<file path="src/rtl/fifo_burst_reader.sv">
// Burst drain stage for the read side of an async FIFO: waits for a full burst (or a flushed
// remainder), then streams it out over valid/ready through a 2-entry skid buffer.
// Optional statistics counters are built when FIFO_BURST_READER_STAT_EN is defined.
module fifo_burst_reader #(
    parameter int DATA_WIDTH  = 16,
    parameter int DEPTH_WIDTH = 11,
    parameter int BURST_LEN   = 256
) (
    input  logic                   clk,
    input  logic                   rst_n,
    input  logic                   en,
    input  logic                   flush,
    output logic                   fifo_rd_en,
    input  logic [DATA_WIDTH-1:0]  fifo_rd_data,
    input  logic                   fifo_rd_empty,
    input  logic [DEPTH_WIDTH:0]   fifo_rd_level,
    output logic                   m_valid,
    input  logic                   m_ready,
    output logic [DATA_WIDTH-1:0]  m_data,
    output logic                   m_last,
    output logic [DEPTH_WIDTH:0]   burst_len_o,
    output logic                   burst_done,
    output logic                   busy,
    output logic [31:0]            stat_words,
    output logic [15:0]            stat_bursts,
    output logic [31:0]            stat_stall
);

    localparam int LW = DEPTH_WIDTH + 1;
    localparam logic [LW-1:0] BURST_LEN_C = LW'(BURST_LEN);

    typedef enum logic {
        IDLE  = 1'b0,
        BURST = 1'b1
    } state_e;

    state_e                 state_q, state_d;
    logic                   flush_pend_q, flush_pend_d;
    logic [LW-1:0]          len_q, len_d;
    logic [LW-1:0]          issued_q, issued_d;
    logic [LW-1:0]          accepted_q, accepted_d;
    logic                   inflight_q;
    logic [DATA_WIDTH-1:0]  buf_q [2];
    logic [DATA_WIDTH-1:0]  buf_d [2];
    logic                   wr_ptr_q, wr_ptr_d;
    logic                   rd_ptr_q, rd_ptr_d;
    logic [1:0]             buf_cnt_q, buf_cnt_d;

    logic                   push;
    logic                   pop;
    logic                   last_pop;
    logic [2:0]             occupancy;

    // Stream side: the skid buffer head is the output; the last tag is derived from the accept count.
    always_comb begin
        push       = inflight_q;
        m_valid    = (buf_cnt_q != 2'd0);
        m_data     = buf_q[rd_ptr_q];
        m_last     = m_valid && ((accepted_q + LW'(1)) == len_q);
        pop        = m_valid && m_ready;
        last_pop   = pop && m_last;
        burst_done = last_pop;
        busy       = (state_q == BURST);
        burst_len_o = len_q;
    end

    // The word leaving this cycle frees its slot, which sustains one word per cycle
    // while never holding more than two words between the buffer and the FIFO pipe.
    always_comb begin
        occupancy  = {1'b0, buf_cnt_q} + {2'b00, inflight_q} - {2'b00, pop};
        fifo_rd_en = (state_q == BURST) && !fifo_rd_empty
                     && (issued_q < len_q) && (occupancy < 3'd2);
    end

    // NOTE: every signal assigned in an always_comb gets a default first, so no path
    // through the case statement can leave it unassigned and infer a latch.
    always_comb begin
        state_d      = state_q;
        flush_pend_d = flush_pend_q;
        len_d        = len_q;
        issued_d     = issued_q;
        accepted_d   = accepted_q;

        unique case (state_q)
            IDLE: begin
                if (en && (fifo_rd_level >= BURST_LEN_C)) begin
                    state_d      = BURST;
                    len_d        = BURST_LEN_C;
                    issued_d     = '0;
                    accepted_d   = '0;
                    flush_pend_d = 1'b0;
                end else if (en && flush_pend_q && (fifo_rd_level != '0)) begin
                    state_d      = BURST;
                    len_d        = (fifo_rd_level < BURST_LEN_C) ? fifo_rd_level : BURST_LEN_C;
                    issued_d     = '0;
                    accepted_d   = '0;
                    flush_pend_d = 1'b0;
                end else if (fifo_rd_empty && (fifo_rd_level == '0)) begin
                    flush_pend_d = 1'b0;
                end
            end
            BURST: begin
                issued_d   = issued_q + LW'(fifo_rd_en);
                accepted_d = accepted_q + LW'(pop);
                if (last_pop) begin
                    state_d = IDLE;
                end
            end
            default: state_d = IDLE;
        endcase

        // A new flush request is never lost, even when it coincides with a burst start.
        if (flush) begin
            flush_pend_d = 1'b1;
        end
    end

    always_comb begin
        buf_d     = buf_q;
        wr_ptr_d  = wr_ptr_q ^ push;
        rd_ptr_d  = rd_ptr_q ^ pop;
        buf_cnt_d = buf_cnt_q + {1'b0, push} - {1'b0, pop};
        if (push) begin
            buf_d[wr_ptr_q] = fifo_rd_data;
        end
    end

    // NOTE: sequential state uses non-blocking assignments only, so every flop samples
    // the pre-edge value of its inputs regardless of process ordering.
    always_ff @(posedge clk or negedge rst_n) begin
        if (!rst_n) begin
            state_q      <= IDLE;
            flush_pend_q <= 1'b0;
            len_q        <= '0;
            issued_q     <= '0;
            accepted_q   <= '0;
            inflight_q   <= 1'b0;
            wr_ptr_q     <= 1'b0;
            rd_ptr_q     <= 1'b0;
            buf_cnt_q    <= 2'd0;
            // NOTE: the two buffer words are reset because m_data is read straight from
            // them and must be zero out of reset; a deep memory would not be reset.
            for (int i = 0; i < 2; i++) begin
                buf_q[i] <= '0;
            end
        end else begin
            state_q      <= state_d;
            flush_pend_q <= flush_pend_d;
            len_q        <= len_d;
            issued_q     <= issued_d;
            accepted_q   <= accepted_d;
            inflight_q   <= fifo_rd_en;
            wr_ptr_q     <= wr_ptr_d;
            rd_ptr_q     <= rd_ptr_d;
            buf_cnt_q    <= buf_cnt_d;
            buf_q        <= buf_d;
        end
    end

`ifdef FIFO_BURST_READER_STAT_EN
    logic [31:0] stat_words_q, stat_words_d;
    logic [15:0] stat_bursts_q, stat_bursts_d;
    logic [31:0] stat_stall_q, stat_stall_d;

    // Saturating event counters; cleared only by reset.
    always_comb begin
        stat_words_d  = stat_words_q;
        stat_bursts_d = stat_bursts_q;
        stat_stall_d  = stat_stall_q;
        if (pop && (stat_words_q != '1)) begin
            stat_words_d = stat_words_q + 32'd1;
        end
        if (last_pop && (stat_bursts_q != '1)) begin
            stat_bursts_d = stat_bursts_q + 16'd1;
        end
        if (m_valid && !m_ready && (stat_stall_q != '1)) begin
            stat_stall_d = stat_stall_q + 32'd1;
        end
    end

    always_ff @(posedge clk or negedge rst_n) begin
        if (!rst_n) begin
            stat_words_q  <= '0;
            stat_bursts_q <= '0;
            stat_stall_q  <= '0;
        end else begin
            stat_words_q  <= stat_words_d;
            stat_bursts_q <= stat_bursts_d;
            stat_stall_q  <= stat_stall_d;
        end
    end

    assign stat_words  = stat_words_q;
    assign stat_bursts = stat_bursts_q;
    assign stat_stall  = stat_stall_q;
`else
    assign stat_words  = '0;
    assign stat_bursts = '0;
    assign stat_stall  = '0;
`endif

endmodule
</file>
<file path="config.mk">
export PLATFORM = sky130hd
export DESIGN_NAME = fifo_burst_reader
export DESIGN_NICKNAME = d
export VERILOG_FILES = /design/src/rtl/fifo_burst_reader.sv
export SDC_FILE = /design/constraint.sdc
export NUM_CORES = 1
export LEC_CHECK = 0
export CAP_MARGIN = 40
export CORE_MARGIN = 2
export CORE_UTILIZATION = 48
export DETAILED_ROUTE_END_ITERATION = 8
export PLACE_DENSITY = 0.82
export SYNTH_ARGS = -nofsm -noshare
export SYNTH_HDL_FRONTEND = slang
export SYNTH_SLANG_ARGS = --single-unit
</file>
<file path="constraint.sdc">
create_clock -name clk -period 3.7 [get_ports clk]
set_input_delay 0.74 -clock clk [delete_from_list [all_inputs] [get_ports clk]]
set_output_delay 0.74 -clock clk [all_outputs]
set_load 0.05 [all_outputs]
</file>
==> metrics.md <==
| Metric | Value |
|---|---|
| Die area | 10700 um2 |
| Top Family by Delay on Critical Path | buffers and inverters |
| Met2 WL | 5080 um |
| Final period util | 0.927 |
| Final Max Slew Viols | 0 |
| Area grow syn2layout | 16.1% |
| Final Util | 0.571 |
| Number of diodes | 0 |
| Final Net Count | 597 |
| First-pass GRT wire length | 16500 um |
| Worst Path Arrival | 2.69 ns |
| Post-CTS setup buffers | 0 |
| Fin Setup TNS | 0 ns |
| Relative slew slack | 0.421 |
| Number of fill cells | 839 |
| CP startpoint kind | input pin |
| Critical setup path kind | input pin to output port |
| Power per Cell Area | 773 nW/um2 |
| Port bufs | 66 |
| Max Fclk | 292 MHz |
| Remaining antenna violation count | 0 |
| Die height | 104 um |
| Drt drc | 0 |
| Final setup viols | 0 |
| Main flop type after synthesis | dfrtp_1 |
| Routed via count | 3431 |
| Netlist Area Pre-Place | 4760 um2 |
| Slowest stage delay, CP | 0.37 ns |
| FF+latch count, synth | 75 |
| Worst Hold Class | input pin to asynchronous set/reset pin |
| Leak Pwr | 2.43 nW |
| Post-synthesis cell type count | 52 |
| Drt first pass iters | 4 |
| Die width | 104 um |
| Status | finished, final reports clean |
| DP Cell Count | 665 |
| Non-Filler Instances | 681 |
| Initial antenna violation count | 0 |
| Final Hold Vio Count | 0 |
| Max rail drop VDD | 516 uV |
| Post-synth EDFFs | 0 |
| Uppermost layer routed | met4 |
| Post-layout min period | 3.43 ns |
| IO Pins | 147 |
| Fraction of layout cells with a size suffix above 1 | 0.164 |
| Most frequent cells in the layout | 80 x conb_1, 75 x dfrtp_1, 61 x clkdlybuf4s50_1 |
| Root buf cell | clkbuf_8 |
| Final setup skew | 0.0155 ns |
| Clk_lat worst skew | 0.34 ns |
| Std-Cell Rows | 36 |
| CTS Buffer Depth | 2 |
| Initial core utilization | 0.492 |
| WL final | 9870 um |
| CTS tree | done |
| Commonest non-fill, non-tap cell in the layout | conb_1 |
| Grt ovf | 0 |
| WL per Instance | 14.5 um |
| Synth warn | 0 |
| Placer Congestion | 0.776 |
| Hold-fix buffers at CTS | 0 |
| Largest net degree at the start of global routing | 68 |
| CTS buffer count | 9 |
| Core area | 9680 um2 |
| Worst-path clk slew | 0.08 ns |
| Hold slack | 0.302 ns |
| Crit. End Element | output port |
| Crit-path max FO | 3 |
| Vias per cell | 5.04 |
| Crit path buf inv count | 4 |
| Hpwl dp | 7380 um |
| Slew @ Worst Pin | 0.869 ns |
| Cells after Synth | 480 |
| Max Cap Viol | 0 |
| All-Layer GR Usage | 0.188 |
| Clk sinks | 75 |
| H-tree Lvls | 3 |
| RSZ-0062 raised after global routing | false |
| Power, Total | 4.27 mW |
| Slowest-stage cell, CP | fa_1 |
| Ys async rst share | 1.00 |
| Post-synthesis sequential area ratio | 0.394 |
| M1 WL | 4020 um |
| Worst-path cell chain | dlygate4sd2_1 -> nand2_1 -> mux2i_1 -> ha_1 -> inv_1 -> fa_1 -> xnor2_1 -> nand4_1 -> a221oi_4 -> buf_6 -> buf_12 |
| Iter 0 DRT Violations | 105 |
| Number of global-route vias before repair | 3413 |
| Routed wl met3 | 512 um |
| CP required | 2.96 ns |
| Mean area per synthesized cell | 9.92 um2 |
[layer usage]
| metal | GRT usage | vias up |
|---|---|---|
| met2 | 0.331 | 122 |
| met1 | 0.227 | 1669 |
| met4 | 0.0763 | 0 |
| met3 | 0.0365 | 23 |
| met5 | 0 | - |
| li1 | - | 1617 |
[metrics by stage]
| step | instance area (um2) | setup slack [ns] |
|---|---|---|
| after detailed placement | 5280 | -0.133 |
| after CTS | 5530 | 0.246 |
| final | 5530 | 0.270 |
| after global routing | 5530 | 0.0868 |
| after global placement | 5260 | 0.00324 |
| after floorplan | 5070 | 0.171 |
[registers in the layout, indices dropped and copies added, names as in the netlist]
register,count
buf_q,32
accepted_q,12
burst_len_o,12
issued_q,12
buf_cnt_q,2
busy,1
flush_pend_q,1
inflight_q,1
rd_ptr_q,1
wr_ptr_q,1
[cells in the mapped netlist (2+ instances only)]
library cell	count	area share
a211o_1	2	0.0037
a21o_1	2	0.0032
a21oi_1	6	0.0063
a221oi_1	2	0.0037
and2_1	6	0.0079
and3_1	2	0.0026
and4_1	2	0.0037
buf_2	9	0.0095
buf_4	84	0.13
clkbuf_1	9	0.0071
dfrtp_1	75	0.39
ha_1	19	0.050
inv_1	23	0.018
mux2_2	49	0.12
mux2i_1	5	0.011
nand2_1	43	0.034
nand2b_1	4	0.0053
nand3_1	22	0.023
nand4_1	8	0.011
nor2_1	9	0.0071
nor2b_1	4	0.0053
nor3_1	6	0.0063
nor4_1	2	0.0026
nor4_4	2	0.0089
o211ai_1	5	0.0079
o21ai_0	4	0.0042
o21ai_1	30	0.032
o31ai_1	6	0.0095
or2_1	4	0.0053
or4_1	2	0.0032
xnor2_1	8	0.015
xor2_1	6	0.011
[layout make-up]
class	count	area, um2	area share
Inverter	24	90.1	0.0163
Multi-Input combinational cell	357	2390	0.433
Clock inverter	6	113	0.0204
Timing Repair Buffer	76	758	0.137
Clock buffer	10	128	0.0231
Sequential cell	75	1880	0.340
Tap cell	133	166	0.0301
[power by group]
group | switching [mW] | internal (mW)
combinational | 1.25 | 0.858
clock | 0.315 | 0.451
sequential | 0.302 | 1.09
[repair_timing]
item	in CTS	in global routing
gates resized for setup	2	0
endpoints found under the hold margin	0	0
setup endpoints to repair	1	0
[kinds of logic after synthesis]
logic type,synth area share
compound gates,0.0828
xor+xnor,0.0292
fa+ha+maj,0.0541
buf+inv,0.169
flops,0.394
mux,0.126
other cells,0.000788
simple gates,0.144
[path summary, 6_finish.rpt]
| path | startpoint | end | slack, ns | cells after the start |
|---|---|---|---|---|
| min in group clk | flush_pend_q | flush_pend_q | 0.49 | 2 |
| setup reg to reg | buf_cnt_q[1] | issued_q[8] | 0.70 | 15 |
| setup / recovery | m_ready | fifo_rd_en | 0.27 | 11 |
| hold reg to reg | flush_pend_q | flush_pend_q | 0.49 | 2 |
| max in group asynchronous | rst_n | inflight_q | 2.82 | 3 |
| hold / removal | rst_n | buf_q[30] | 0.30 | 2 |
(Power assumes the default switching activity.)
==> patch 1 (same flow settings) <==
Build with the macro `FIFO_BURST_READER_STAT_EN` defined.
--- a/src/rtl/fifo_burst_reader.sv
+++ b/src/rtl/fifo_burst_reader.sv
@@ -2,4 +2,6 @@
 // remainder), then streams it out over valid/ready through a 2-entry skid buffer.
 // Optional statistics counters are built when FIFO_BURST_READER_STAT_EN is defined.
+`define FIFO_BURST_READER_STAT_EN
+
 module fifo_burst_reader #(
     parameter int DATA_WIDTH  = 16,
Check against the original RTL: not equivalent (Yosys sat finds a counterexample within 10 cycles, from zero or initial values and one cycle with rst_n low).
==> patch 1 against the unedited design <==
Power rose by 54%. Sequential cell count rose by 80. Clock skew fell by 0.0055 ns. Final area rose by 83%. Wire length rose by 77%. Area after synthesis rose by 61%. Worst setup slack improved by 0.080 ns. Final cell count rose by 61%. Largest power group unchanged.
==> patch 1: results (changes against the unedited design) <==
synth-async-reset-ratio: 1.000  # unchanged
placed_cell_area_mm2: 0.009427  # +78%
htreeDepth: 4  # +1
timing.hold.worst.class: "input pin to asynchronous set/reset pin"
drc_errors: 0  # unchanged
drt_iter0_drc: 296  # +180%
critical-path-max-stage-delay_ns: 0.45  # +0.08 ns
synth_fp_nets: 771
gp_congestion: 0.8221  # +6.0%
fillers: 1311  # +56%
hpwlAfterDp_mm: 12.36  # +68%
grt_pass1_wl_mm: 29.27  # +78%
cp_slowest_cell: "dfrtp_1"
cts_max_path_buffers: 2  # unchanged
die_area_mm2: 0.01702  # +59%
leakagePower_uw: 0.004287  # +76%
arrival_ns: 2.61  # -0.08 ns
final_nets: 924  # +55%
grt_start_max_net_pins: 75  # +10%
ir_drop_mv: 0.3735  # -28%
period_needed_ns: 3.351  # -0.07992 ns
num_vias: 5891  # +72%
diodes: 0  # unchanged
root_buffer: "clkbuf_16"
avgRoutedWirePerCell_um: 15.92  # +9.8%
grt_use_total: 0.2176  # +0.02928
yosys-top-cells-area: "dfrtp_1 (51%), xnor2_1 (7.9%), mux2_2 (7.3%), nand3_1 (4.5%), ha_1 (3.6%)"
synth_cell_types: 46  # -12%
numPortBuffers: 146  # +120%
clock_skew_ns: 0.009967  # -0.005483 ns
clock_latency_ns: 0.42  # +0.08 ns
clk_pin_slew_worst_paths_ns: 0.06  # -0.02 ns
place_ws_ns: -0.1644  # -0.03188 ns
post_cts_buffers: 0  # unchanged
ys_seq_area_frac: 0.5054  # +0.1112
dr.pass1.iters: 5  # +1
drive_gt1_frac: 0.1307  # -0.03355
numCtsBuffers: 17  # +8
worst_slew_pin_slew_ns: 0.8179  # -0.05067 ns
critPathMaxFanout: 7  # +4
synth_commonest_cells: "dfrtp_1 (155), nand3_1 (69), xnor2_1 (69)"
status: "complete, no violations"
==> patch 1: cell types whose count changed after synthesis, moves of 10 or more <==
cell | unedited run | this run
o21ai_1 | 30 | 2
and3_1 | 2 | 22
dfrtp_1 | 75 | 155
nor2_1 | 9 | 24
buf_4 | 84 | 1
and4_1 | 2 | 12
nand4_1 | 8 | 24
o21ai_0 | 4 | 35
nand3_1 | 22 | 69
xnor2_1 | 8 | 69
nand2_1 | 43 | 57
xor2_1 | 6 | 29
==> patch 1: worst paths after layout <==
check	from	slack [ns]	to	cells past startpoint
setup / recovery	accepted_q[0]	0.35	burst_done	8
hold / removal	rst_n	0.36	stat_bursts[11]	1
setup reg to reg	buf_cnt_q[0]	0.69	issued_q[4]	16
hold reg to reg	stat_words[7]	0.49	stat_words[7]	1
max in group asynchronous	rst_n	2.51	accepted_q[0]	2
min in group clk	stat_words[7]	0.49	stat_words[7]	1
==> patch 1: where the power goes <==
part	switching (µW)	leakage, µW	internal [µW]
Combinational	1380	0.00196	996
Sequential	300	0.00202	2030
Clock	678	0.000309	1200
==> patch 1: metrics by stage <==
step / power [µW] / hold WS [ns] / instances / util
global route: 6936 / 0.4010 / 1096 / 0.6396
finish: 6587 / 0.3598 / 1096 / 0.6396
CTS: 6641 / 0.3688 / 1096 / 0.6388
detailed placement: 4737 / 0.4787 / 1064 / 0.5977
floorplan: 3958 / 0.4444 / 714 / -
global placement: 4669 / 0.4754 / 1064 / 0.5977
==> patch 1: logic make-up after synthesis <==
group,synth area share
AO/OA/AOI/OAI,0.05853
XOR/XNOR,0.1118
adder cells (fa/ha/maj),0.03847
buffers and inverters,0.02674
flip-flops,0.5054
multiplexers,0.07613
AND/OR/NAND/NOR,0.1829
==> patch 1: cell type report <==
class / instances / area [µm²] / share of cell area
clock buffer: 22 / 484.2 / 0.04800
clock inverter: 10 / 161.4 / 0.01600
inverter: 25 / 93.84 / 0.009303
multi-input combinational: 509 / 3618 / 0.3587
sequential: 155 / 3879 / 0.3845
tap: 216 / 270.3 / 0.02679
timing repair buffer: 159 / 1580 / 0.1567
==> patch 1: repair_timing <==
action                     in CTS  in global routing
pin swaps                       1                  3
gates resized for setup         1                  6
setup endpoints to repair       1                  3
==> patch 1: per-layer routing <==
layer	vias up	routed length, µm	share of wire	GRT usage
met1	2901	7658	0.44	0.2850
li1	2820	-	-	-
met5	-	0	0	0
met3	28	792	0.045	0.04682
met4	0	337	0.019	0.08073
met2	142	8664	0.50	0.3591
==> patch 1: critical path: cells and delay by family (launching register included) <==
family | cells | cell delay, ns
fa+ha+maj | 1 | 0.27
buf+inv | 1 | 0.21
xor+xnor | 1 | 0.14
flops | 1 | 0.45
simple gates | 5 | 1.12
==> patch 2 (same flow settings) <==
Made on the original files. `DEPTH_WIDTH`: 11 -> 22.
--- a/src/rtl/fifo_burst_reader.sv
+++ b/src/rtl/fifo_burst_reader.sv
@@ -4,5 +4,5 @@
 module fifo_burst_reader #(
     parameter int DATA_WIDTH  = 16,
-    parameter int DEPTH_WIDTH = 11,
+    parameter int DEPTH_WIDTH = 22,
     parameter int BURST_LEN   = 256
 ) (
Ports: changed (resized burst_len_o and fifo_rd_level); port bits go from 147 to 169. No check against the original RTL was run, so the function may have changed too.
==> patch 2 against the unedited design <==
Combinational power rose by 17%. Final area rose by 49%. Largest cell class unchanged. Worst setup slack got worse by 0.20 ns. Power rose by 21%. Clock power rose by 30%. Wire length rose by 50%. Area after synthesis rose by 40%. Synthesized cell count rose by 40%. Sequential cell count rose by 33.
==> patch 2: results (changes against the unedited design) <==
status: "complete, no violations"
synth_cell_types: 54  # +3.8%
buf_share: 0.1558  # +0.01864
clock_latency_ns: 0.36  # +0.02 ns
first_global_vias: 4741  # +39%
synth-seq-cells: 108  # +44%
synth_commonest_cells: "dfrtp_1 (108), buf_4 (85), nand3_1 (52)"
gp_congestion: 0.9277  # +20%
clock_skew_ns: 0.006302  # -0.009148 ns
nMultiInputCombCells: 498  # +39%
worst_slew_pin_slew_ns: 0.7897  # -0.07880 ns
yosys.area_share.xor_xnor: 0.04728  # +0.01811
critical-path-max-stage-delay_ns: 0.55  # +0.18 ns
numPortBuffers: 88  # +33%
multi_input_area_mm2: 0.003567  # +49%
drive_gt1_frac: 0.1992  # +0.03501
arrival_ns: 2.89  # +0.20 ns
seqCellArea_mm2: 0.002711  # +44%
use_met2: 0.3191  # -0.01152
grt_use_total: 0.2024  # +0.01408
leakagePower_uw: 0.003651  # +50%
routed_via_density: 5.243  # +4.1%
utilization: 0.6005  # +0.02978
root_buffer: "clkbuf_16"
grt_pass1_wl_mm: 23.60  # +43%
yosys-top-cells-area: "dfrtp_1 (41%), buf_4 (9.6%), mux2_2 (8.4%), ha_1 (6.0%), nand3_1 (3.9%)"
cp_slowest_cell: "or4_4"
buffers: 129  # +70%
ir_drop_mv: 0.4113  # -20%
placed_cell_area_mm2: 0.007696  # +46%
ys_seq_area_frac: 0.4053  # +0.01104
place_ws_ns: -0.4896  # -0.3571 ns
inverters: 37  # +54%
wl_mm: 14.83  # +50%
hpwlAfterDp_mm: 10.96  # +49%
nClkBuffers: 9  # -1
clkCellAreaFrac: 0.03691  # -0.006561
synth_adder_area_share: 0.06304  # +0.008900
critPathMaxFanout: 5  # +2
critPathTopFamily: "simple AND/OR/NAND/NOR gates"
drt_iter0_drc: 369  # +250%
synth_compound_area_frac: 0.09775  # +0.01496
## patch 2: path summary, 6_finish.rpt
| kind | startpoint | end | slack, ns | depth (start not counted) |
|---|---|---|---|---|
| worst max-delay path | accepted_q[15] | burst_done | 0.07 | 8 |
| worst min-delay path | rst_n | issued_q[21] | 0.29 | 1 |
| worst max register to register | buf_cnt_q[0] | issued_q[20] | 0.14 | 19 |
| worst min register to register | issued_q[22] | issued_q[22] | 0.49 | 1 |
| max in group asynchronous | rst_n | accepted_q[15] | 2.85 | 2 |
| min in group clk | issued_q[22] | issued_q[22] | 0.49 | 1 |
## patch 2: metrics by stage
step / cells / hold WS (ns)
6_report: 968 / 0.2900
5_1_grt: 968 / 0.3075
4_1_cts: 954 / 0.2956
3_5_place_dp: 936 / 0.4779
3_3_place_gp: 935 / 0.4706
2_1_floorplan: 752 / 0.4444
## patch 2: per-layer routing
layer	share of wire	vias to the layer above
li1	-	2441
met1	0.45	2458
met2	0.49	154
met3	0.048	22
met4	0.016	0
met5	0	-
## patch 2: repair_timing
item / CTS / global route
buffers inserted: 2 / 14
gates resized for setup: 7 / 25
setup endpoints to repair: 8 / 8
pin swaps: 3 / 10
hold endpoints to repair: 0 / 0
## patch 2: worst reg2reg max path: cells and delay by family (launching register included)
| family | cells | cell delay [ns] |
|---|---|---|
| buffers and inverters | 5 | 0.35 |
| and+or+nand+nor | 6 | 1.11 |
| AOI/OAI and AO/OA | 3 | 0.44 |
| adders and majority gates | 5 | 1.14 |
| DFF | 1 | 0.41 |
## patch 2: report_power, final
part / internal [µW] / switching (µW)
Sequential: 1460 / 242
Clock: 535 / 463
Combinational: 1050 / 1410
Total: 3050 / 2110
